`config.mk`:
```
export PLATFORM = sky130hd
export DESIGN_NAME = hazard_ctrl
export DESIGN_NICKNAME = d
export VERILOG_FILES = /design/src/rtl/hazard_pkg.sv /design/src/rtl/mem_stall_fsm.sv /design/src/rtl/hazard_ctrl.sv
export SDC_FILE = /design/constraint.sdc
export NUM_CORES = 1
export LEC_CHECK = 0
export ABC_AREA = 1
export ABC_CLOCK_PERIOD_IN_PS = 6300
export BUFFER_PORTS_ARGS = -buffer_cell sky130_fd_sc_hd__buf_2
export CORE_UTILIZATION = 43
export CTS_BUF_LIST = sky130_fd_sc_hd__clkbuf_4 sky130_fd_sc_hd__clkbuf_8 sky130_fd_sc_hd__clkbuf_16
export CTS_CLUSTER_SIZE = 14
export DETAILED_ROUTE_END_ITERATION = 10
export PLACE_DENSITY_LB_ADDON = 0.1
export SLEW_MARGIN = 20
export SYNTH_ARGS = -nofsm -noshare
export SYNTH_HDL_FRONTEND = slang
export SYNTH_SLANG_ARGS = --single-unit
```
`constraint.sdc`:
```
create_clock -name clk -period 6.3 [get_ports clk]
set_clock_uncertainty 0.1 [all_clocks]
set_input_delay 0.63 -clock clk [delete_from_list [all_inputs] [get_ports clk]]
set_output_delay 0.63 -clock clk [all_outputs]
set_load 0.02 [all_outputs]
```
`src/rtl/hazard_pkg.sv`:
```
// Shared types for the pipeline hazard controller: memory-completion FSM
// states and the per-stage enable/flush pair.
package hazard_pkg;

    typedef enum logic [1:0] {
        RUN    = 2'd0,
        I_DONE = 2'd1,
        D_DONE = 2'd2
    } mem_fsm_t;

    typedef struct packed {
        logic en;
        logic flush;
    } pipe_ctrl_t;

    localparam pipe_ctrl_t CTRL_ADVANCE = '{en: 1'b1, flush: 1'b0};
    localparam pipe_ctrl_t CTRL_HOLD    = '{en: 1'b0, flush: 1'b0};
    localparam pipe_ctrl_t CTRL_SQUASH  = '{en: 1'b1, flush: 1'b1};

endpackage

```
`src/rtl/mem_stall_fsm.sv`:
```
// Tracks split I/D memory completions so a port that already finished is not
// re-issued while the other is still pending; exports the freeze condition.
module mem_stall_fsm
    import hazard_pkg::*;
(
    input  logic clk,
    input  logic rst,
    input  logic i_imem_req,
    input  logic i_imem_resp,
    input  logic i_dmem_req,
    input  logic i_dmem_resp,
    output logic o_imem_hold,
    output logic o_dmem_hold,
    output logic o_freeze
);

    mem_fsm_t r_state;
    mem_fsm_t w_next;
    logic     w_i_pend;
    logic     w_d_pend;

    // NOTE: sequential state uses non-blocking assignments so every flop
    // samples pre-edge values regardless of block evaluation order.
    always_ff @(posedge clk or posedge rst) begin
        if (rst) begin
            r_state <= RUN;
        end else begin
            r_state <= w_next;
        end
    end

    // NOTE: w_next is defaulted before the case so no path leaves it
    // unassigned, which would otherwise infer a latch.
    always_comb begin
        w_next = r_state;
        unique case (r_state)
            RUN: begin
                // Both responses together leave nothing outstanding, so stay in RUN.
                if (i_imem_resp && i_dmem_req && !i_dmem_resp) begin
                    w_next = I_DONE;
                end else if (i_dmem_resp && i_imem_req && !i_imem_resp) begin
                    w_next = D_DONE;
                end
            end
            I_DONE: begin
                if (i_dmem_resp) begin
                    w_next = RUN;
                end
            end
            D_DONE: begin
                if (i_imem_resp) begin
                    w_next = RUN;
                end
            end
            default: w_next = RUN;
        endcase
    end

    assign w_i_pend    = i_imem_req & ~i_imem_resp & (r_state != I_DONE);
    assign w_d_pend    = i_dmem_req & ~i_dmem_resp & (r_state != D_DONE);
    assign o_freeze    = w_i_pend | w_d_pend;
    assign o_imem_hold = (r_state == I_DONE);
    assign o_dmem_hold = (r_state == D_DONE);

endmodule

```
`src/rtl/hazard_ctrl.sv`:
```
// Pipeline hazard controller: combines memory freeze, EX redirects and
// load-use detection into per-stage enable/flush controls, plus perf counters.
module hazard_ctrl
    import hazard_pkg::*;
#(
    parameter int CNT_W = 32,
    parameter int REG_W = 5
) (
    input  logic             clk,
    input  logic             rst,
    input  logic [REG_W-1:0] id_rs1,
    input  logic [REG_W-1:0] id_rs2,
    input  logic             id_use_rs1,
    input  logic             id_use_rs2,
    input  logic [REG_W-1:0] ex_rd,
    input  logic             ex_mem_read,
    input  logic             ex_redirect,
    input  logic             imem_req,
    input  logic             imem_resp,
    input  logic             dmem_req,
    input  logic             dmem_resp,
    input  logic             perf_clear,
    output logic             pc_en,
    output logic             ifid_en,
    output logic             ifid_flush,
    output logic             idex_en,
    output logic             idex_flush,
    output logic             exmem_en,
    output logic             exmem_flush,
    output logic             memwb_en,
    output logic             memwb_flush,
    output logic             imem_hold,
    output logic             dmem_hold,
    output logic [CNT_W-1:0] stall_cnt,
    output logic [CNT_W-1:0] flush_cnt,
    output logic [CNT_W-1:0] loaduse_cnt
);

    localparam logic [CNT_W-1:0] CNT_MAX = '1;
    localparam logic [CNT_W-1:0] CNT_ONE = CNT_W'(1);

    logic       w_freeze;
    logic       w_loaduse;
    logic       w_pc_en;
    pipe_ctrl_t w_ifid;
    pipe_ctrl_t w_idex;
    pipe_ctrl_t w_exmem;
    pipe_ctrl_t w_memwb;
    logic       w_stall_inc;
    logic       w_flush_inc;
    logic       w_lu_inc;

    logic [CNT_W-1:0] r_stall_cnt;
    logic [CNT_W-1:0] r_flush_cnt;
    logic [CNT_W-1:0] r_loaduse_cnt;

    mem_stall_fsm u_mem_fsm (
        .clk         (clk),
        .rst         (rst),
        .i_imem_req  (imem_req),
        .i_imem_resp (imem_resp),
        .i_dmem_req  (dmem_req),
        .i_dmem_resp (dmem_resp),
        .o_imem_hold (imem_hold),
        .o_dmem_hold (dmem_hold),
        .o_freeze    (w_freeze)
    );

    // x0 is hard-wired zero, so a load targeting it never creates a hazard.
    assign w_loaduse = ex_mem_read & (ex_rd != '0) &
                       ((id_use_rs1 & (id_rs1 == ex_rd)) |
                        (id_use_rs2 & (id_rs2 == ex_rd)));

    // Priority: freeze > redirect > load-use bubble > normal advance.
    always_comb begin
        w_pc_en = 1'b1;
        w_ifid  = CTRL_ADVANCE;
        w_idex  = CTRL_ADVANCE;
        w_exmem = CTRL_ADVANCE;
        w_memwb = CTRL_ADVANCE;
        if (w_freeze) begin
            w_pc_en = 1'b0;
            w_ifid  = CTRL_HOLD;
            w_idex  = CTRL_HOLD;
            w_exmem = CTRL_HOLD;
            w_memwb = CTRL_HOLD;
        end else if (ex_redirect) begin
            w_ifid = CTRL_SQUASH;
            w_idex = CTRL_SQUASH;
        end else if (w_loaduse) begin
            w_pc_en = 1'b0;
            w_ifid  = CTRL_HOLD;
            w_idex  = CTRL_SQUASH;
        end
    end

    assign pc_en       = w_pc_en;
    assign ifid_en     = w_ifid.en;
    assign ifid_flush  = w_ifid.flush;
    assign idex_en     = w_idex.en;
    assign idex_flush  = w_idex.flush;
    assign exmem_en    = w_exmem.en;
    assign exmem_flush = 1'b0;
    assign memwb_en    = w_memwb.en;
    assign memwb_flush = 1'b0;

    assign w_stall_inc = w_freeze | (w_loaduse & ~ex_redirect);
    assign w_flush_inc = ex_redirect & ~w_freeze;
    assign w_lu_inc    = w_loaduse & ~ex_redirect & ~w_freeze;

    // Counters saturate at all-ones; clear wins over a same-cycle increment.
    always_ff @(posedge clk or posedge rst) begin
        if (rst) begin
            r_stall_cnt   <= '0;
            r_flush_cnt   <= '0;
            r_loaduse_cnt <= '0;
        end else if (perf_clear) begin
            r_stall_cnt   <= '0;
            r_flush_cnt   <= '0;
            r_loaduse_cnt <= '0;
        end else begin
            if (w_stall_inc && r_stall_cnt != CNT_MAX) begin
                r_stall_cnt <= r_stall_cnt + CNT_ONE;
            end
            if (w_flush_inc && r_flush_cnt != CNT_MAX) begin
                r_flush_cnt <= r_flush_cnt + CNT_ONE;
            end
            if (w_lu_inc && r_loaduse_cnt != CNT_MAX) begin
                r_loaduse_cnt <= r_loaduse_cnt + CNT_ONE;
            end
        end
    end

    assign stall_cnt   = r_stall_cnt;
    assign flush_cnt   = r_flush_cnt;
    assign loaduse_cnt = r_loaduse_cnt;

endmodule
```
==> impl_metrics.toml, run 1 <==
[cells_and_area]
area_growth_pct = 14.7
drive_gt1_frac = 0.149
final_area_sq_um = 8290
n_antenna_cell = 0
nets = 1261
final_cell_mix = "nand2_1, nor2_1, nand3_1, buf_2, inv_1"
fillCellCount = 1775
final_common_cell = "nand2_1"

[cts]
cts_resized = 0
hold_buffers = 0
post_cts_buffers = 0
tritoncts = "built"
root_buffer = "clkbuf_16"
cts.sink_count = 98
clock_latency_ps = 350
cts_buffers = 9
clkTransAtPathRegs_ps = 70
clockBufferDepth = 2
cts.htree.levels = 3

[critical_path]
rrSetupSlack_ps = 3040
path_cells = "ha_1, nand2_1, nor2_2, nand2_2, nor2_4, nand4_2, nand2_2, nand3_1, nand2_1"
cp_data_required_time_ps = 6490
crit_arrival_ps = 3450
crit_buf_inv = 0
cp_max_fo = 33
crit_path_end_kind = "register"
critPathSlowestCell = "nand2_2"
critPathTopFamily = "simple AND/OR/NAND/NOR gates"
worstSetupPathDepth = 9
r2r_cells = 9
path_class = "reg -> reg"
worstReg2RegStart = "stall_cnt[0]"
cp-start-kind = "register"
cp_slowest_stage_delay_ps = 840
r2r_end = "stall_cnt[25]"

[sta]
period_share = 0.518
max-slew-margin-rel = 0.408
rsz0062_at_grt = "false"
fin_crit_ps = 3260
tightest_slew_ps = 888
setup_tns_ps = 0
setup_viol = 0
fmaxAchievable_mhz = 306
drv_slew = 0
hold_viol = 0

[drt]
drt-total-wl_um = 20200
final_antenna_net_count = 0
drc = 2
vias = 7280
drtPass1Iterations = 8
wl_per_cell_um = 13.9
viasPerCell = 5.00
first_iter_violations = 429

[synth]
synth_area_leader_cell = "dfrtp_1"
ys_seq_elements = 98
synth.cell_area_sq_um = 7230
synth_edf_count = 0
synth-simple-area-share = 0.470
synth_mux_area_frac = 0
syn_avg_cell_area_sq_um = 6.42
synth_top_family_by_area = "simple AND/OR/NAND/NOR gates"
synth.area.top_cells = "dfrtp_1, nand2_1, nand3_1, nor2_1, inv_1"
synth_xor_area_frac = 0.0521
ys_types = 36
synth_async_sr_flop_share = 1.00
ys_warn_count = 0
synth-compound-area-share = 0.0301
synth_ff_type = "dfrtp_1"
synthAdderAreaFrac = 0.00519
synth_top_area_frac = 0.339
ys_seq_area_frac = 0.339
synth_cells = 1127

[die]
fp-row-count = 47
ios = 133
die_w_um = 132
die_y_um = 132
core_area_sq_um = 16500
start_util = 0.438
dieArea_sq_um = 17300

[power]
power_density_nw_per_um2 = 161
peakVddDrop_mv = 0.157
leakagePower_uw = 0.00429
finalPower_uw = 1340

[grt]
grt_max_degree = 123
grt_pass1_wl_um = 33900
grt_antenna_before_repair = 0
use_met2 = 0.391
gr-usage-all-layers = 0.240
met3_usage = 0.0251
grt.overflow.total = 0
grtUsageMet1 = 0.338
grt-busiest-layer = "met2"
grt_pass1_vias = 6788

[placed_design]
dp.final_hpwl_um = 14700
port_buffers = 130
placed_area_sq_um = 7960
gp_congestion = 0.938

[run_status]
violations = "design-rule violations"
outcome = "finished with violations"

[run]
drv_cap = 0

[worst_hold_path]
hold_path.class = "in -> async"
## Yosys cell counts, types with 2 or more instances
| master | number |
|---|---|
| a21o_1 | 3 |
| buf_1 | 11 |
| buf_2 | 11 |
| buf_4 | 8 |
| buf_6 | 5 |
| clkbuf_1 | 7 |
| dfrtp_1 | 98 |
| ha_1 | 3 |
| inv_1 | 125 |
| inv_2 | 8 |
| nand2_1 | 379 |
| nand2_2 | 4 |
| nand2_4 | 2 |
| nand3_1 | 133 |
| nand3b_1 | 24 |
| nand4_1 | 51 |
| nor2_1 | 139 |
| nor2_2 | 5 |
| nor2_4 | 4 |
| nor3_1 | 19 |
| nor3b_1 | 2 |
| o21ai_0 | 15 |
| o21ai_1 | 13 |
| o31ai_1 | 4 |
| or2_2 | 2 |
| xnor2_1 | 20 |
| xor2_1 | 23 |
## per-layer routing
| layer | up-vias | part of all wire |
|---|---|---|
| li1 | 3801 | - |
| met1 | 3319 | 0.49 |
| met2 | 148 | 0.47 |
| met3 | 12 | 0.031 |
| met4 | 0 | 0.011 |
| met5 | - | 0 |
## cells by family after synthesis
kind of cell / after synthesis
other: 1
buffers and inverters: 176
adder cells (fa/ha/maj): 3
flip-flops: 98
AND/OR/NAND/NOR: 768
XOR/XNOR: 43
AO/OA/AOI/OAI: 38
## how the worst max path moves through the flow
stage | from | to | slack [ps]
floorplan | rst | flush_cnt[0] | 3010
global placement | stall_cnt[0] | stall_cnt[11] | 3120
detailed placement | stall_cnt[0] | stall_cnt[25] | 3000
CTS | stall_cnt[0] | stall_cnt[25] | 3010
global route | stall_cnt[0] | stall_cnt[1] | 2720
finish | stall_cnt[0] | stall_cnt[25] | 3040
## per-stage QoR
| step | setup WS (ps) | std cells | hold WS, ps | utilization |
|---|---|---|---|---|
| after floorplan | 3010 | 1128 | 349 | - |
| after global placement | 3120 | 1440 | 369 | 0.482 |
| after detailed placement | 3000 | 1440 | 379 | 0.482 |
| after CTS | 3010 | 1456 | 135 | 0.500 |
| after global routing | 2720 | 1457 | 152 | 0.502 |
| final | 3040 | 1457 | 126 | 0.502 |
## sequential cells by signal, indices dropped and copies added, names as in the netlist
register,count
flush_cnt,32
loaduse_cnt,32
stall_cnt,32
u_mem_fsm.r_state,2
## layout make-up
class	instances	area (sq um)	share of cell area
tap	220	275	0.0332
sequential	98	2450	0.296
clock buffer	11	246	0.0297
timing repair buffer	135	712	0.0859
clock inverter	5	53.8	0.00649
inverter	134	508	0.0613
multi-input combinational	854	4040	0.488
## power breakdown
| group | internal [uW] | switching [uW] |
|---|---|---|
| registers | 633 | 5.33 |
| clock network | 322 | 252 |
| logic | 29.1 | 93.6 |
| total | 984 | 351 |
## worst reg2reg max path: cells and delay by family, from the launching register on
kind	cells	cell delay, ps
AND/OR/NAND/NOR	8	2320
flip-flops	1	470
adder cells (fa/ha/maj)	1	320
No activity file was read; power rests on OpenSTA's default activity.
==> inputs of run 2 (changes only) <==
- ABC_AREA: 1 -> 0
- ABC_CLOCK_PERIOD_IN_PS: 6300 -> 3100
- clock period: 6.3 -> 3.1 ns (I/O delays scaled with it)
==> impl_metrics.toml, run 2 <==
[cells_and_area]
seqCellArea_sq_um = 2450
fillCellCount = 1193
area_growth_pct = 20.3
n_antenna_cell = 0
drive_gt1_frac = 0.228
multi_input_area_sq_um = 2890
final_cell_mix = "buf_2, dfrtp_1, nor2_1, a21oi_1, or3_1"
final_common_cell = "buf_2"
nets = 766

[critical_path]
cp-start-kind = "register"
crit_path_end_kind = "register"
path_class = "reg -> reg"
cp_data_required_time_ps = 3230
r2r_end = "loaduse_cnt[18]"
cp_slowest_stage_delay_ps = 600
crit_arrival_ps = 2950
critPathLaunch = "loaduse_cnt[0]"
critPathSlowestCell = "or4_1"
path_cells = "ha_1, nand3_1, or4_1, a31oi_1, and4_1, nand4_1, mux2_1"
rrSetupSlack_ps = 280
cp_max_fo = 13
r2r_cells = 7
worstReg2RegStart = "loaduse_cnt[0]"

[run_status]
outcome = "finished, final reports clean"

[drt]
wl_per_cell_um = 16.0
first_iter_violations = 296
drc = 0
vias = 5187
drtPass1Iterations = 5
viasPerCell = 5.68
drt-total-wl_um = 14600
final_antenna_net_count = 0

[grt]
grt_pass1_wl_um = 23400
grt_max_degree = 53
grt.overflow.total = 0
grt_pass1_vias = 4809
use_met2 = 0.365
met3_usage = 0.0476
grtUsageMet1 = 0.292
grt-busiest-layer = "met2"
gr-usage-all-layers = 0.225
grt_antenna_before_repair = 0

[worst_hold_path]
hold_depth = 2
min_from = "dmem_resp"
hold_path.class = "in -> reg"
whs_endpoint = "u_mem_fsm.r_state[0]"

[cts]
cts_buffers = 9
cts.sink_count = 98
root_buffer = "clkbuf_16"
clock_latency_ps = 350
cts.htree.levels = 3
clkTransAtPathRegs_ps = 70
hold_buffers = 1
post_cts_buffers = 0
tritoncts = "built"
cts_resized = 0
clockBufferDepth = 2

[run]
drv_cap = 0

[synth]
ys_types = 54
synth_ff_type = "dfrtp_1"
yosysMostFrequentCell = "dfrtp_1"
synth_area_leader_cell = "dfrtp_1"
synth_edf_count = 0
ys_warn_count = 0
synth_async_sr_flop_share = 1.00
synth.area.top_cells = "dfrtp_1, a21oi_1, xnor2_1, nor2_1, or3_1"
synth_top_area_frac = 0.443
synth_commonest_cells = "dfrtp_1, nor2_1, a21oi_1, or3_1, nand3_1"
synth_cells = 612
synth.cell_area_sq_um = 5540
syn_avg_cell_area_sq_um = 9.05
ys_seq_area_frac = 0.443
ys_seq_elements = 98

[power]
peakVddDrop_mv = 0.244
leakagePower_uw = 0.00299
power_density_nw_per_um2 = 395

[sta]
fin_crit_ps = 2820
hold_viol = 0
rsz0062_at_grt = "false"
tightest_slew_ps = 991
max-slew-margin-rel = 0.340
setup_tns_ps = 0
fmaxAchievable_mhz = 354
setup_viol = 0
period_share = 0.911
drv_slew = 0
layout_setup_ws_ps = 277

[placed_design]
dp_slack_ps = 315
gp_congestion = 0.830
port_buffers = 130
dp.final_hpwl_um = 10500

[die]
dieArea_sq_um = 13300
die_w_um = 116
fp-row-count = 41
die_y_um = 116
ios = 133
start_util = 0.441
core_area_sq_um = 12600
run 2: per-layer routing:
metal | wire length, um | up-vias
li1 | - | 2497
met1 | 6600 | 2539
met2 | 6990 | 135
met3 | 830 | 16
met4 | 227 | 0
met5 | 0 | -
run 2: final cells by class:
cell class	instances	share of cell area
clock buffer	12	0.0381
clock inverter	3	0.00600
tap	172	0.0323
timing repair buffer	142	0.113
multi-input combinational	471	0.434
sequential	98	0.368
inverter	15	0.00882
run 2: power breakdown:
part           switching [uW]  internal, uW  total, uW  leakage [uW]
Clock                     479           659       1140      0.000149
Combinational             141          58.6        200       0.00147
Sequential               8.42          1290       1290       0.00137
Total                     629          2000       2630       0.00299
run 2: through the flow:
step                hold WS [ps]   util  power, uW  std cells  area [sq um]
floorplan                    281      -       1450        613          5540
global placement             334  0.506       1520        897          6360
detailed placement           334  0.506       1520        897          6360
CTS                         38.6  0.531       2660        913          6670
global route                50.8  0.531       2730        913          6670
finish                      49.7  0.531       2630        913          6670
run 2: logic make-up (layout without fill, tap and decap cells):
group,Yosys count,in the layout,synth area share
other,1,2,0.000677
AOI/OAI and AO/OA,115,115,0.122
DFF,98,98,0.443
and+or+nand+nor,293,293,0.296
xor gates and xnor gates,48,48,0.0759
buffers and inverters,44,172,0.0361
muxes,10,10,0.0196
adders and majority gates,3,3,0.00678
run 2: how the worst max path moves through the flow:
stage,endpoint,slack (ps),cells after the start
floorplan,flush_cnt[0],130,1
global placement,stall_cnt[29],420,7
detailed placement,loaduse_cnt[22],310,7
CTS,loaduse_cnt[22],280,7
global route,loaduse_cnt[30],150,7
finish,loaduse_cnt[18],280,7
run 2: worst max-delay path, delay by kind of cell (launching register included):
family | cells | cell delay (ps)
and+or+nand+nor | 4 | 1490
DFF | 1 | 420
muxes | 1 | 330
adders and majority gates | 1 | 190
AOI/OAI and AO/OA | 1 | 170
==> inputs of run 3 (changes only) <==
- CELL_PAD_IN_SITES_DETAIL_PLACEMENT: default -> 1
- CELL_PAD_IN_SITES_GLOBAL_PLACEMENT: default -> 2
- CORE_UTILIZATION: 43 -> 32
==> impl_metrics.toml, run 3 (synthesized netlist as in run 2, its figures left out) <==
[cts]
clkTransAtPathRegs_ps = 70
cts_buffers = 9
cts.htree.levels = 3
cts.sink_count = 98
clock_latency_ps = 350
root_buffer = "clkbuf_16"
clockBufferDepth = 2
tritoncts = "built"
cts_resized = 0

[critical_path]
crit_arrival_ps = 2960
cp-start-kind = "register"
path_class = "reg -> reg"
critPathSlowestCell = "or4_4"
cp_data_required_time_ps = 3260
cp_max_fo = 15
crit_buf_inv = 0
critPathTopFamily = "simple AND/OR/NAND/NOR gates"
crit_path_end_kind = "register"
cp_slowest_stage_delay_ps = 700
path_cells = "nor2b_2, o22ai_2, a222oi_1, or4_4, or4_1, a21oi_1"

[power]
switching_share = 0.245
power_switching_uw = 640
pwr-share-clk = 0.425
intPower_uw = 1970
p_comb_frac = 0.080
peakVddDrop_mv = 0.263
power_density_nw_per_um2 = 386
leakagePower_uw = 0.00301
finalPower_uw = 2610
seq_power_share = 0.495

[drt]
wl_per_cell_um = 18.2
drc = 0
vias = 5259
viasPerCell = 5.43
drt-total-wl_um = 17600
first_iter_violations = 202
final_antenna_net_count = 0
drtPass1Iterations = 4

[sta]
fin_crit_ps = 2800
max-slew-margin-rel = 0.303
setup_viol = 0
setup_tns_ps = 0
fmaxAchievable_mhz = 357
drv_slew = 0
tightest_slew_ps = 1040
rsz0062_at_grt = "false"
period_share = 0.903
timing.hold.ws_ps = 40.5
hold_viol = 0

[cells_and_area]
drive_gt1_frac = 0.236
final_cell_mix = "buf_2, dfrtp_1, nor2_1, a21oi_1, or3_1"
final_area_sq_um = 6770
final_common_cell = "buf_2"
final_cells = 968
nets = 771
area_growth_pct = 22.3

[die]
dieArea_sq_um = 17800
ios = 133
fp-row-count = 47
core_area_sq_um = 16800
start_util = 0.331
die_y_um = 134
die_w_um = 134

[grt]
grt_pass1_vias = 5455
grt_pass1_wl_um = 29000
grt.overflow.total = 0
grt_max_degree = 63
grt_antenna_before_repair = 2
gr-usage-all-layers = 0.206

[placed_design]
placed_area_sq_um = 6470
dp.final_hpwl_um = 12800
gp_congestion = 0.828
dp_cells = 950
port_buffers = 130

[run_status]
outcome = "finished, final reports clean"

[run]
drv_cap = 0

[worst_hold_path]
hold_path.class = "in -> reg"
==> run 3: changes by cell type in the layout (fill, tap and decap cells not counted), sizes merged <==
cell    previous run  this run
buf              141       146
bufinv             1         0
clkbuf            12        14
diode              0         1
==> run 3: final timing paths <==
kind | cells after the start | startpoint | endpoint | slack, ps
max | 6 | u_mem_fsm.r_state[1] | stall_cnt[29] | 300
max reg2reg | 6 | u_mem_fsm.r_state[1] | stall_cnt[29] | 300
min reg2reg | 1 | u_mem_fsm.r_state[1] | u_mem_fsm.r_state[0] | 400
min | 2 | dmem_resp | u_mem_fsm.r_state[0] | 40
min in group asynchronous | 3 | rst | loaduse_cnt[8] | 510
max in group asynchronous | 4 | rst | stall_cnt[15] | 1710
==> run 3: what timing repair did <==
item                       in CTS  in global routing
hold endpoints to repair       27                  0
buffers inserted                0                  0
setup endpoints to repair       0                  0
hold buffers                    1                  0
==> run 3: layout make-up <==
type	count	area [sq um]
Antenna cell	1	2.50
Inverter	15	58.8
Sequential cell	98	2450
Tap cell	220	275
Clock inverter	2	10.0
Timing Repair Buffer	147	796
Multi-Input combinational cell	471	2900
Fill cell	2008	9990
Clock buffer	14	282
==> run 3: layer usage <==
| layer | track usage | vias up | part of all wire |
|---|---|---|---|
| met1 | 0.265 | 2653 | 0.46 |
| met5 | 0 | - | 0.00045 |
| li1 | - | 2492 | - |
| met4 | 0.0638 | 2 | 0.017 |
| met2 | 0.342 | 90 | 0.48 |
| met3 | 0.0445 | 22 | 0.038 |
==> run 3: worst register-to-register path: stages, from the launching register on <==
cell and delay [ps]:
dfrtp_1 410, nor2b_2 180, o22ai_2 310, a222oi_1 340, or4_4 700, or4_1 500
a21oi_1 180
==> run 3: power by group through the flow <==
stage | Combinational (uW) | Clock (uW) | Sequential [uW]
after CTS | 214 | 1150 | 1290
after detailed placement | 213 | 0 | 1320
final | 208 | 1110 | 1290
after global placement | 207 | 0 | 1320
after global routing | 231 | 1200 | 1290
after floorplan | 126 | 0 | 1320
==> run 3: stage by stage <==
stage / utilization / worst slack [ps]
floorplan: - / 128
global placement: 0.386 / 379
detailed placement: 0.386 / 267
CTS: 0.404 / 298
global route: 0.404 / 109
finish: 0.404 / 301
